<file path="config.mk">
export PLATFORM = sky130hd
export DESIGN_NAME = serial_add_ctrl_flat
export DESIGN_NICKNAME = d
export VERILOG_FILES = /design/src/rtl/serial_add_pkg.sv /design/src/rtl/serial_add_if.sv /design/src/rtl/full_add.sv /design/src/rtl/serial_add_ctrl.sv /design/src/flat_wrapper.sv
export SDC_FILE = /design/constraint.sdc
export NUM_CORES = 1
export LEC_CHECK = 0
export CAP_MARGIN = 40
export CORE_MARGIN = 5
export CORE_UTILIZATION = 30
export CTS_CLUSTER_SIZE = 20
export DETAILED_ROUTE_END_ITERATION = 16
export PLACE_DENSITY = 0.63
export SYNTH_ARGS = -nofsm -noshare
export SYNTH_HDL_FRONTEND = slang
export SYNTH_HIERARCHICAL = 1
export SYNTH_SLANG_ARGS = --single-unit
</file>
<file path="constraint.sdc">
create_clock -name clk -period 2.59 [get_ports clk]
set_clock_uncertainty 0.2 [all_clocks]
set_input_delay 0.518 -clock clk [delete_from_list [all_inputs] [get_ports clk]]
set_output_delay 0.518 -clock clk [all_outputs]
set_load 0.02 [all_outputs]
</file>
<file path="src/rtl/serial_add_pkg.sv">
// Shared definitions for the bit-serial adder: FSM state encoding and default operand width.
package serial_add_pkg;

    typedef enum logic [1:0] {
        ST_IDLE  = 2'd0,
        ST_SHIFT = 2'd1,
        ST_DONE  = 2'd2
    } sa_state_t;

    localparam int SA_W_DEFAULT = 8;

endpackage

</file>
<file path="src/rtl/serial_add_if.sv">
// Request/result bundle between a requester (master) and serial_add_ctrl (slave).
// ovf is present only when SERIAL_ADD_OVF_EN is defined.
interface serial_add_if #(
    parameter int W = serial_add_pkg::SA_W_DEFAULT
);

    logic         start;
    logic [W-1:0] a;
    logic [W-1:0] b;
    logic         cin;
    logic         busy;
    logic         done;
    logic [W-1:0] sum;
    logic         cout;
`ifdef SERIAL_ADD_OVF_EN
    logic         ovf;

    modport master (
        output start, a, b, cin,
        input  busy, done, sum, cout, ovf
    );

    modport slave (
        input  start, a, b, cin,
        output busy, done, sum, cout, ovf
    );
`else
    modport master (
        output start, a, b, cin,
        input  busy, done, sum, cout
    );

    modport slave (
        input  start, a, b, cin,
        output busy, done, sum, cout
    );
`endif

endinterface

</file>
<file path="src/rtl/full_add.sv">
// One-bit full adder cell used as the serial datapath.
// Purely combinational; no handshake.
module full_add (
    input  logic A,
    input  logic B,
    input  logic Cin,
    output logic Sum,
    output logic Cout
);

    assign Sum  = A ^ B ^ Cin;
    assign Cout = (A & B) | (Cin & (A ^ B));

endmodule

</file>
<file path="src/rtl/serial_add_ctrl.sv">
// Bit-serial W-bit adder: one full_add cell stepped LSB-first, carry held between cycles.
// Latency: start accepted at edge N -> done in cycle N+W+1; start ignored while busy.
// SERIAL_ADD_OVF_EN adds a signed-overflow flag held alongside cout.
module serial_add_ctrl
    import serial_add_pkg::*;
#(
    parameter int W = SA_W_DEFAULT
) (
    input  logic        clk,
    input  logic        rst,
    serial_add_if.slave bus
);

    localparam int               CNT_W    = $clog2(W);
    localparam logic [CNT_W-1:0] CNT_LAST = CNT_W'(W - 1);

    sa_state_t        state_q, state_d;
    logic [W-1:0]     a_sh_q, a_sh_d;
    logic [W-1:0]     b_sh_q, b_sh_d;
    logic [W-1:0]     sum_q, sum_d;
    logic             carry_q, carry_d;
    logic             cout_q, cout_d;
    logic [CNT_W-1:0] count_q, count_d;
    logic             fa_sum, fa_cout;
    logic             last_bit;
`ifdef SERIAL_ADD_OVF_EN
    logic             ovf_q, ovf_d;
`endif

    assign last_bit = (count_q == CNT_LAST);

    full_add u_cell (
        .A    (a_sh_q[0]),
        .B    (b_sh_q[0]),
        .Cin  (carry_q),
        .Sum  (fa_sum),
        .Cout (fa_cout)
    );

    always_ff @(posedge clk) begin
        if (rst) begin
            state_q <= ST_IDLE;
        end else begin
            state_q <= state_d;
        end
    end

    always_comb begin
        state_d = state_q;
        unique case (state_q)
            ST_IDLE:  if (bus.start) state_d = ST_SHIFT;
            ST_SHIFT: if (last_bit)  state_d = ST_DONE;
            ST_DONE:  state_d = ST_IDLE;
            default:  state_d = ST_IDLE;
        endcase
    end

    always_comb begin
        bus.busy = 1'b0;
        bus.done = 1'b0;
        unique case (state_q)
            ST_SHIFT: bus.busy = 1'b1;
            ST_DONE: begin
                bus.busy = 1'b1;
                bus.done = 1'b1;
            end
            default: ;
        endcase
    end

    // Result bits enter at the MSB so that after W steps bit 0 sits at sum[0].
    always_comb begin
        a_sh_d  = a_sh_q;
        b_sh_d  = b_sh_q;
        sum_d   = sum_q;
        carry_d = carry_q;
        cout_d  = cout_q;
        count_d = count_q;
`ifdef SERIAL_ADD_OVF_EN
        ovf_d   = ovf_q;
`endif
        unique case (state_q)
            ST_IDLE: begin
                if (bus.start) begin
                    a_sh_d  = bus.a;
                    b_sh_d  = bus.b;
                    carry_d = bus.cin;
                    sum_d   = '0;
                    cout_d  = 1'b0;
                    count_d = '0;
`ifdef SERIAL_ADD_OVF_EN
                    ovf_d   = 1'b0;
`endif
                end
            end
            ST_SHIFT: begin
                a_sh_d  = a_sh_q >> 1;
                b_sh_d  = b_sh_q >> 1;
                sum_d   = {fa_sum, sum_q[W-1:1]};
                carry_d = fa_cout;
                count_d = count_q + 1'b1;
                if (last_bit) begin
                    cout_d  = fa_cout;
                    count_d = '0;
`ifdef SERIAL_ADD_OVF_EN
                    // carry_q is the carry into the MSB on this step
                    ovf_d   = carry_q ^ fa_cout;
`endif
                end
            end
            default: ;
        endcase
    end

    always_ff @(posedge clk) begin
        if (rst) begin
            a_sh_q  <= '0;
            b_sh_q  <= '0;
            sum_q   <= '0;
            carry_q <= 1'b0;
            cout_q  <= 1'b0;
            count_q <= '0;
`ifdef SERIAL_ADD_OVF_EN
            ovf_q   <= 1'b0;
`endif
        end else begin
            a_sh_q  <= a_sh_d;
            b_sh_q  <= b_sh_d;
            sum_q   <= sum_d;
            carry_q <= carry_d;
            cout_q  <= cout_d;
            count_q <= count_d;
`ifdef SERIAL_ADD_OVF_EN
            ovf_q   <= ovf_d;
`endif
        end
    end

    assign bus.sum  = sum_q;
    assign bus.cout = cout_q;
`ifdef SERIAL_ADD_OVF_EN
    assign bus.ovf  = ovf_q;
`endif

endmodule

</file>
<file path="src/flat_wrapper.sv">
// flat-port wrapper written by rule: the top's interface ports become plain ports
module serial_add_ctrl_flat import serial_add_pkg::*;
#(
    parameter int W = SA_W_DEFAULT
)
  (clk, rst, bus_start, bus_a, bus_b, bus_cin, bus_busy, bus_done, bus_sum, bus_cout);
  serial_add_if #(.W(W)) bus_i ();
  input  logic clk;
  input  logic rst;
  input wire logic [$bits(bus_i.start)-1:0] bus_start;
  input wire logic [$bits(bus_i.a)-1:0] bus_a;
  input wire logic [$bits(bus_i.b)-1:0] bus_b;
  input wire logic [$bits(bus_i.cin)-1:0] bus_cin;
  output wire logic [$bits(bus_i.busy)-1:0] bus_busy;
  output wire logic [$bits(bus_i.done)-1:0] bus_done;
  output wire logic [$bits(bus_i.sum)-1:0] bus_sum;
  output wire logic [$bits(bus_i.cout)-1:0] bus_cout;
  assign bus_i.start = bus_start;
  assign bus_i.a = bus_a;
  assign bus_i.b = bus_b;
  assign bus_i.cin = bus_cin;
  assign bus_busy = bus_i.busy;
  assign bus_done = bus_i.done;
  assign bus_sum = bus_i.sum;
  assign bus_cout = bus_i.cout;
  serial_add_ctrl #(.W(W)) u_core (.clk(clk), .rst(rst), .bus(bus_i));
endmodule
</file>
==> flow_summary.json, run 1 <==
{
  "fin_crit_ns": 2.32,
  "drv_cap": 0,
  "grt.overflow.total": 0,
  "synth_flop_cell": "dfxtp_1",
  "cp_max_fo": 3,
  "synth_area_leaders": "dfxtp_1, mux2i_1, a211oi_1, nor2_1, a32oi_1",
  "path_depth": 3,
  "drive_gt1_frac": 0.0706,
  "ys_ff_latch": 31,
  "final_nets": 197,
  "rsz0062_at_grt": "false",
  "preCtsSetupSlack_ns": 0.440,
  "dieArea_mm2": 0.00603,
  "ys_warn_count": 6,
  "fp.coreArea_mm2": 0.00438,
  "start_util": 0.313,
  "drc": 0,
  "crit_buf_inv": 2,
  "final_common_cell": "dfxtp_1",
  "antenna_found_initial": 0,
  "crit_end": "bus_busy",
  "drt-initial-drc-count": 55,
  "r2r_setup_slack_ns": 0.68,
  "drt_wl_total_mm": 3.00,
  "grt_max_degree": 32,
  "path_cells": "inv_1 > ha_1 > clkdlybuf4s50_1",
  "grt_pass1_wl_mm": 5.16,
  "nFillCells": 441,
  "syn_avg_cell_area_um2": 9.87,
  "finalCritPeriodShare": 0.898,
  "finish.utilization": 0.413,
  "cts_sinks": 31,
  "finalMaxSlewViolations": 0,
  "syn_nets": 167,
  "cp.required_ns": 1.87,
  "cts_root_buf": "clkbuf_8",
  "r2r_cells": 5,
  "setup_viol": 0,
  "hold_viol": 0,
  "clk_pin_slew_worst_paths_ns": 0.06,
  "worstMarginPinSlew_ns": 0.537,
  "vias": 1105,
  "status": "finished clean",
  "core.rowCount": 24,
  "syn_inst": 139,
  "fmax_mhz": 430,
  "critical_path.endpoint_type": "primary output",
  "dp_hpwl_mm": 2.15,
  "cts_hold_buf": 0,
  "postLayoutSetupSlackWorst_ns": 0.265,
  "synth.largest_area_cell": "dfxtp_1",
  "synth_cell_types": 24,
  "portBuffers": 30,
  "start_kind": "flip-flop",
  "power_w": 0.00121,
  "critPathLaunch": "u_core/state_q[1]",
  "cts_resized": 0,
  "cts_setup_buffers": 0,
  "synthArstFlopShare": 0,
  "path_class": "reg2out",
  "slew_headroom": 0.642,
  "gp_congestion": 0.745,
  "area_delta_synth_final_pct": 32.0,
  "p_leak_nw": 0.686,
  "cts_made_buffers": 5,
  "synth_edf_count": 0,
  "cpPeakStageDelay_ns": 0.59,
  "h-tree-depth": 2,
  "path_delay_family": "buffers and inverters",
  "cts_tree": "built",
  "ios": 31,
  "r2r_end": "u_core/a_sh_q[4]",
  "vdd_drop_max_mv": 0.257,
  "insertion_delay_ns": 0.28,
  "hp-class": "reg2reg",
  "viasPerCell": 4.98,
  "wl_per_cell_um": 13.5,
  "powerDensity_mw_per_mm2": 670,
  "synth-seq-area-share": 0.452,
  "crit_arrival_ns": 1.61,
  "fp.dieW_um": 77.6,
  "netlist.area_leader.share": 0.452,
  "r2r-start": "u_core/state_q[1]",
  "die_h_um": 77.6,
  "ant_nets": 0,
  "drt_pass1_iterations": 4,
  "tns_ns": 0,
  "synth_area_mm2": 0.00137,
  "grt_pass1_vias": 1144,
  "num_antenna_cells": 0,
  "whs_ns": 0.287,
  "track_usage": 0.104,
  "slowest_stage": "clkdlybuf4s50_1",
  "final_cell_mix": "dfxtp_1, clkdlybuf4s50_1, nor2_1, mux2i_1, a211oi_1",
  "clk_path_buf_depth": 2
}
how the worst min path moves through the flow:
stage / slack, ns / from / endpoint / cells after the start
finish: 0.29 / u_core/count_q[0] / u_core/count_q[0] / 2
global route: 0.32 / u_core/count_q[0] / u_core/count_q[0] / 2
CTS: 0.29 / u_core/count_q[0] / u_core/count_q[0] / 2
detailed placement: 0.28 / u_core/count_q[0] / u_core/count_q[0] / 2
global placement: 0.26 / u_core/count_q[0] / u_core/count_q[0] / 2
floorplan: 0.25 / u_core/count_q[0] / u_core/count_q[0] / 2
registers in the layout, indices dropped and copies added (netlist names):
register         flops
u_core/state_q       2
u_core/b_sh_q        8
u_core/bus.cout      1
u_core/a_sh_q        8
u_core/bus.sum       8
u_core/carry_q       1
u_core/count_q       3
per-stage QoR:
step                      cells  cell area, µm²
after floorplan             139            1370
after global placement      214            1710
after detailed placement    214            1710
after CTS                   222            1810
after global routing        222            1810
final                       222            1810
power breakdown:
group	switching, W	internal (W)	leakage [nW]
Clock	0.000172	0.000242	0.0515
Sequential	0.0000246	0.000520	0.254
Combinational	0.000137	0.000119	0.381
routing by layer:
metal / track usage / wire, µm / up-vias / share of wire
met4: 0.0309 / 14 / 0 / 0.0047
met3: 0.0475 / 176 / 2 / 0.059
met1: 0.119 / 1340 / 515 / 0.45
met2: 0.173 / 1470 / 25 / 0.49
li1: - / - / 563 / -
met5: 0 / 0 / - / 0
worst reg2reg max path, cell delays in order (launching register included):
cell	delay (ns)
dfxtp_1	0.37
inv_1	0.09
ha_1	0.23
mux2_2	0.60
nor2_1	0.09
a211oi_1	0.24
cells by family after synthesis:
family / count (synthesis) / share of synthesized area
buf+inv: 13 / 0.0465
fa+ha+maj: 8 / 0.0784
compound gates: 33 / 0.180
simple gates: 37 / 0.118
mux: 17 / 0.125
flops: 31 / 0.452
Yosys cell counts, types with 3 or more instances:
master and count:
clkbuf_1 3, ha_1 7, nor2_1 27, buf_2 6
dfxtp_1 31, a21oi_1 4, a32oi_1 10, a211oi_1 15
mux2i_1 16
layout make-up:
type	count	area, µm²	share of cell area
inverters	2	7.51	0.00414
well taps	52	65.1	0.0359
clock buffers	8	100	0.0552
multi-input cells	95	688	0.380
repair buffers	34	330	0.182
flip-flops and latches	31	621	0.343
Power figures use the tool's default switching activity.
==> inputs of run 2 (changes only) <==
--- a/config.mk
+++ b/config.mk
@@ -6,7 +6,6 @@
 export NUM_CORES = 1
 export LEC_CHECK = 0
 export CAP_MARGIN = 40
-export CORE_MARGIN = 5
 export CORE_UTILIZATION = 30
 export CTS_CLUSTER_SIZE = 20
 export DETAILED_ROUTE_END_ITERATION = 16
==> run 2 against run 1 <==
Effect of this change:
- sequential cell count unchanged
- sequential share of layout area unchanged
- critical path depth unchanged
- largest power group unchanged
- sequential power about the same
- non-clock buffer count unchanged
- power decreased by 0.93%
- maximum frequency increased by 1.1%
==> flow_summary.json, run 2 (synthesis gave the netlist of run 1 again) <==
{
  "status": "finished clean",
  "crit_buf_inv": 2,
  "fin_area_mm2": 0.00181,
  "vias": 1096,
  "fp.dieW_um": 69.6,
  "drt_wl_total_mm": 2.71,
  "finalCritPeriodShare": 0.888,
  "area_delta_synth_final_pct": 32.0,
  "critical_path.endpoint_type": "primary output",
  "ios": 31,
  "drt-initial-drc-count": 49,
  "tns_ns": 0,
  "fp.coreArea_mm2": 0.00438,
  "core.rowCount": 24,
  "start_kind": "flip-flop",
  "cts_resized": 0,
  "fmax_mhz": 435,
  "rsz0062_at_grt": "false",
  "path_cells": "inv_1 > ha_1 > clkdlybuf4s50_1",
  "clk_pin_slew_worst_paths_ns": 0.06,
  "num_antenna_cells": 0,
  "gp_congestion": 0.703,
  "cp.required_ns": 1.87,
  "place_area_mm2": 0.00171,
  "fin_crit_ns": 2.30,
  "path_class": "reg2out",
  "slowest_stage": "clkdlybuf4s50_1",
  "cts_tree": "built",
  "crit_arrival_ns": 1.58,
  "start_util": 0.313,
  "cpPeakStageDelay_ns": 0.60,
  "final_cell_mix": "dfxtp_1, clkdlybuf4s50_1, nor2_1, mux2i_1, a211oi_1",
  "seqPwrFrac": 0.453,
  "setup_viol": 0,
  "antenna_found_initial": 0,
  "power.switching_w": 0.000323,
  "worstMarginPinSlew_ns": 0.520,
  "final_common_cell": "dfxtp_1",
  "viasPerCell": 4.94,
  "path_delay_family": "buffers and inverters",
  "cts_sinks": 31,
  "cts_root_buf": "clkbuf_8",
  "clk_path_buf_depth": 2,
  "dieArea_mm2": 0.00485,
  "grt.overflow.total": 0,
  "drt_pass1_iterations": 4,
  "grt_pass1_wl_mm": 4.83,
  "p_leak_nw": 0.686,
  "final_nets": 197,
  "drc": 0,
  "vdd_drop_max_mv": 0.295,
  "track_usage": 0.123,
  "cts_setup_buffers": 0,
  "preCtsSetupSlack_ns": 0.420,
  "wl_per_cell_um": 12.2,
  "power_w": 0.00120,
  "drv_cap": 0,
  "combPwrFrac": 0.210,
  "cts_made_buffers": 5,
  "cp_max_fo": 3,
  "whs_ns": 0.282,
  "slew_headroom": 0.653,
  "internal-power_w": 0.000880,
  "p_clk_frac": 0.337,
  "powerDensity_mw_per_mm2": 664,
  "drive_gt1_frac": 0.0706,
  "postLayoutSetupSlackWorst_ns": 0.291,
  "grt_pass1_vias": 1087,
  "nFillCells": 425,
  "insertion_delay_ns": 0.27,
  "grt_max_degree": 32,
  "ant_nets": 0,
  "portBuffers": 30,
  "h-tree-depth": 2,
  "hp-class": "reg2reg",
  "die_h_um": 69.6,
  "cts_hold_buf": 0,
  "dp_hpwl_mm": 1.89,
  "hold_viol": 0,
  "p_sw_frac": 0.268,
  "finalMaxSlewViolations": 0
}
run 2: cell counts in the layout (fill, tap and decap cells not counted):
No cell type changed its count.
run 2: cell type report:
| class | instances | area (µm²) | area share |
|---|---|---|---|
| Multi-Input combinational cell | 95 | 688 | 0.380 |
| Sequential cell | 31 | 621 | 0.343 |
| Timing Repair Buffer | 34 | 330 | 0.182 |
| Clock buffer | 8 | 100 | 0.0552 |
| Tap cell | 52 | 65.1 | 0.0359 |
| Inverter | 2 | 7.51 | 0.00414 |
run 2: tightest hold or removal path: stages, from the launching register on:
cell and delay, ns:
dfxtp_1 0.32, nand2_1 0.06, a21oi_1 0.05
run 2: path summary, 6_finish.rpt:
path / end / slack [ns] / depth (start not counted) / from
worst max register to register: u_core/a_sh_q[5] / 0.71 / 5 / u_core/state_q[0]
worst min-delay path: u_core/count_q[0] / 0.28 / 2 / u_core/count_q[0]
worst max-delay path: bus_busy / 0.29 / 3 / u_core/state_q[1]
worst min register to register: u_core/count_q[0] / 0.28 / 2 / u_core/count_q[0]
run 2: power groups by stage:
stage                     Clock (W)  Combinational, W  Sequential (W)
after floorplan                   0          0.000188        0.000550
after global placement            0          0.000246        0.000554
after detailed placement          0          0.000254        0.000555
after CTS                  0.000423          0.000255        0.000545
after global routing       0.000445          0.000285        0.000550
final                      0.000406          0.000252        0.000545
run 2: layer usage:
| layer | wire [µm] | global-route usage |
|---|---|---|
| met3 | 144 | 0.0523 |
| met4 | 16 | 0.0311 |
| met2 | 1270 | 0.197 |
| met1 | 1270 | 0.152 |
| met5 | 0 | 0 |
run 2: per-stage QoR:
| step | cells | util |
|---|---|---|
| after floorplan | 139 | - |
| after global routing | 222 | 0.413 |
| final | 222 | 0.413 |
| after CTS | 222 | 0.413 |
| after global placement | 214 | 0.390 |
| after detailed placement | 214 | 0.390 |
==> inputs of run 3 (changes only) <==
--- a/config.mk
+++ b/config.mk
@@ -6,10 +6,10 @@
 export NUM_CORES = 1
 export LEC_CHECK = 0
 export CAP_MARGIN = 40
-export CORE_UTILIZATION = 30
+export CORE_UTILIZATION = 40
 export CTS_CLUSTER_SIZE = 20
 export DETAILED_ROUTE_END_ITERATION = 16
-export PLACE_DENSITY = 0.63
+export PLACE_DENSITY = 0.77
 export SYNTH_ARGS = -nofsm -noshare
 export SYNTH_HDL_FRONTEND = slang
 export SYNTH_HIERARCHICAL = 1
==> run 3 against run 2 <==
Effect of this change:
- combinational power decreased by 2%
- first-iteration DRC count increased by 22%
- design area decreased by 1.7%
- core utilization increased by 15 points
- clock power decreased by 4%
- register-to-register slack got worse by 0.22 ns
- global-route usage increased by 3.6 points
- largest cell class unchanged
- sequential cell count unchanged
- worst hold slack improved by 0.025 ns
- critical endpoint unchanged
==> flow_summary.json, run 3 (synthesis gave the netlist of run 1 again) <==
{
  "status": "finished clean",
  "cts_root_buf": "clkbuf_4",
  "fmax_mhz": 420,
  "dp_hpwl_mm": 1.78,
  "dieArea_mm2": 0.00367,
  "fin_area_mm2": 0.00178,
  "crit_arrival_ns": 1.66,
  "clk_pin_slew_worst_paths_ns": 0.10,
  "powerDensity_mw_per_mm2": 664,
  "internal-power_w": 0.000863,
  "cts_resized": 0,
  "drt_wl_total_mm": 2.60,
  "drive_gt1_frac": 0.0710,
  "cts_sinks": 31,
  "cts_setup_buffers": 0,
  "fp.dieW_um": 60.6,
  "r2r_cells": 5,
  "ant_nets": 0,
  "holdPathStages": 2,
  "antenna_found_initial": 0,
  "finish.utilization": 0.565,
  "place_area_mm2": 0.00169,
  "core.rowCount": 20,
  "fp.coreArea_mm2": 0.00315,
  "preCtsSetupSlack_ns": 0.403,
  "hp-class": "reg2reg",
  "drv_cap": 0,
  "cpPeakStageDelay_ns": 0.59,
  "clk_path_buf_depth": 2,
  "num_antenna_cells": 0,
  "slowest_stage": "clkdlybuf4s50_1",
  "postLayoutSetupSlackWorst_ns": 0.211,
  "finalMaxSlewViolations": 0,
  "insertion_delay_ns": 0.32,
  "fin_crit_ns": 2.38,
  "hold_end": "u_core/b_sh_q[2]",
  "crit_buf_inv": 2,
  "drt-initial-drc-count": 60,
  "final_cell_mix": "dfxtp_1, clkdlybuf4s50_1, nor2_1, mux2i_1, a211oi_1",
  "p_sw_frac": 0.270,
  "hold_viol": 0,
  "r2r-start": "u_core/state_q[1]",
  "r2r_end": "u_core/b_sh_q[4]",
  "final_nets": 196,
  "area_delta_synth_final_pct": 29.7,
  "critical_path.endpoint_type": "primary output",
  "gp_congestion": 0.721,
  "grt.overflow.total": 0,
  "vdd_drop_max_mv": 0.359,
  "viasPerCell": 5.20,
  "grt_pass1_vias": 1059,
  "portBuffers": 30,
  "start_kind": "flip-flop",
  "slew_headroom": 0.650,
  "grt_pass1_wl_mm": 4.31,
  "p_clk_frac": 0.330,
  "wl_per_cell_um": 12.2,
  "ios": 31,
  "rsz0062_at_grt": "false",
  "drt_pass1_iterations": 4,
  "r2r_setup_slack_ns": 0.49,
  "path_cells": "inv_1 > ha_1 > clkdlybuf4s50_1",
  "cp_max_fo": 3,
  "vias": 1108,
  "cts_hold_buf": 0,
  "cts_made_buffers": 5,
  "cp.required_ns": 1.87,
  "final_common_cell": "dfxtp_1",
  "combPwrFrac": 0.210,
  "tns_ns": 0,
  "power.switching_w": 0.000319,
  "start_util": 0.435,
  "track_usage": 0.159,
  "whs_ns": 0.307,
  "finalCritPeriodShare": 0.918,
  "setup_viol": 0,
  "seqPwrFrac": 0.460,
  "cts_tree": "built",
  "worstMarginPinSlew_ns": 0.525,
  "hp-start": "u_core/b_sh_q[2]",
  "grt_max_degree": 32,
  "p_leak_nw": 0.678,
  "h-tree-depth": 2,
  "die_h_um": 60.6,
  "path_class": "reg2out",
  "path_delay_family": "buffers and inverters",
  "drc": 0
}
run 3: cell count changes in the layout (fill, tap and decap cells not counted):
cell and change:
buf_4 -1, bufinv_16 +1, clkbuf_1 -1, clkbuf_4 +5, clkbuf_8 -6, clkinv_2 +1
run 3: final cells by class:
| cell class | instances | area, µm² |
|---|---|---|
| sequential | 31 | 621 |
| tap | 44 | 55.1 |
| inverter | 2 | 7.51 |
| clock inverter | 2 | 35.0 |
| multi-input combinational | 95 | 688 |
| timing repair buffer | 33 | 323 |
| fill | 317 | 1370 |
| clock buffer | 6 | 51.3 |
run 3: through the flow:
step / power [W] / instances
final: 0.00118 / 213
after global routing: 0.00124 / 213
after floorplan: 0.000738 / 139
after detailed placement: 0.000802 / 205
after CTS: 0.00119 / 213
after global placement: 0.000793 / 205
run 3: tightest hold or removal path, stage by stage (launching register included):
cell	delay (ns)
dfxtp_1	0.32
nor2_1	0.10
a211oi_1	0.05
run 3: metal layers:
| metal | track usage | vias to the layer above | routed length (µm) |
|---|---|---|---|
| met5 | 0 | - | 0 |
| met4 | 0.0584 | 0 | 8 |
| met3 | 0.0448 | 2 | 104 |
| met2 | 0.287 | 25 | 1280 |
| met1 | 0.177 | 518 | 1210 |
| li1 | - | 563 | - |
run 3: worst max-delay path by stage:
stage                       from          endpoint  slack (ns)  cells after the start
6_report       u_core/state_q[1]          bus_busy        0.21                      3
3_3_place_gp           bus_start  u_core/b_sh_q[3]        0.50                      4
3_5_place_dp           bus_start  u_core/b_sh_q[4]        0.40                      4
4_1_cts        u_core/state_q[1]          bus_busy        0.18                      3
2_1_floorplan  u_core/state_q[0]   u_core/bus.cout        0.98                      6
5_1_grt        u_core/state_q[1]          bus_busy        0.13                      3
run 3: power by group through the flow:
stage          combinational (W)  clock, W  sequential (W)
2_1_floorplan           0.000188         0        0.000550
3_3_place_gp            0.000241         0        0.000552
3_5_place_dp            0.000248         0        0.000555
4_1_cts                 0.000250  0.000401        0.000544
5_1_grt                 0.000274  0.000418        0.000550
6_report                0.000248  0.000390        0.000543
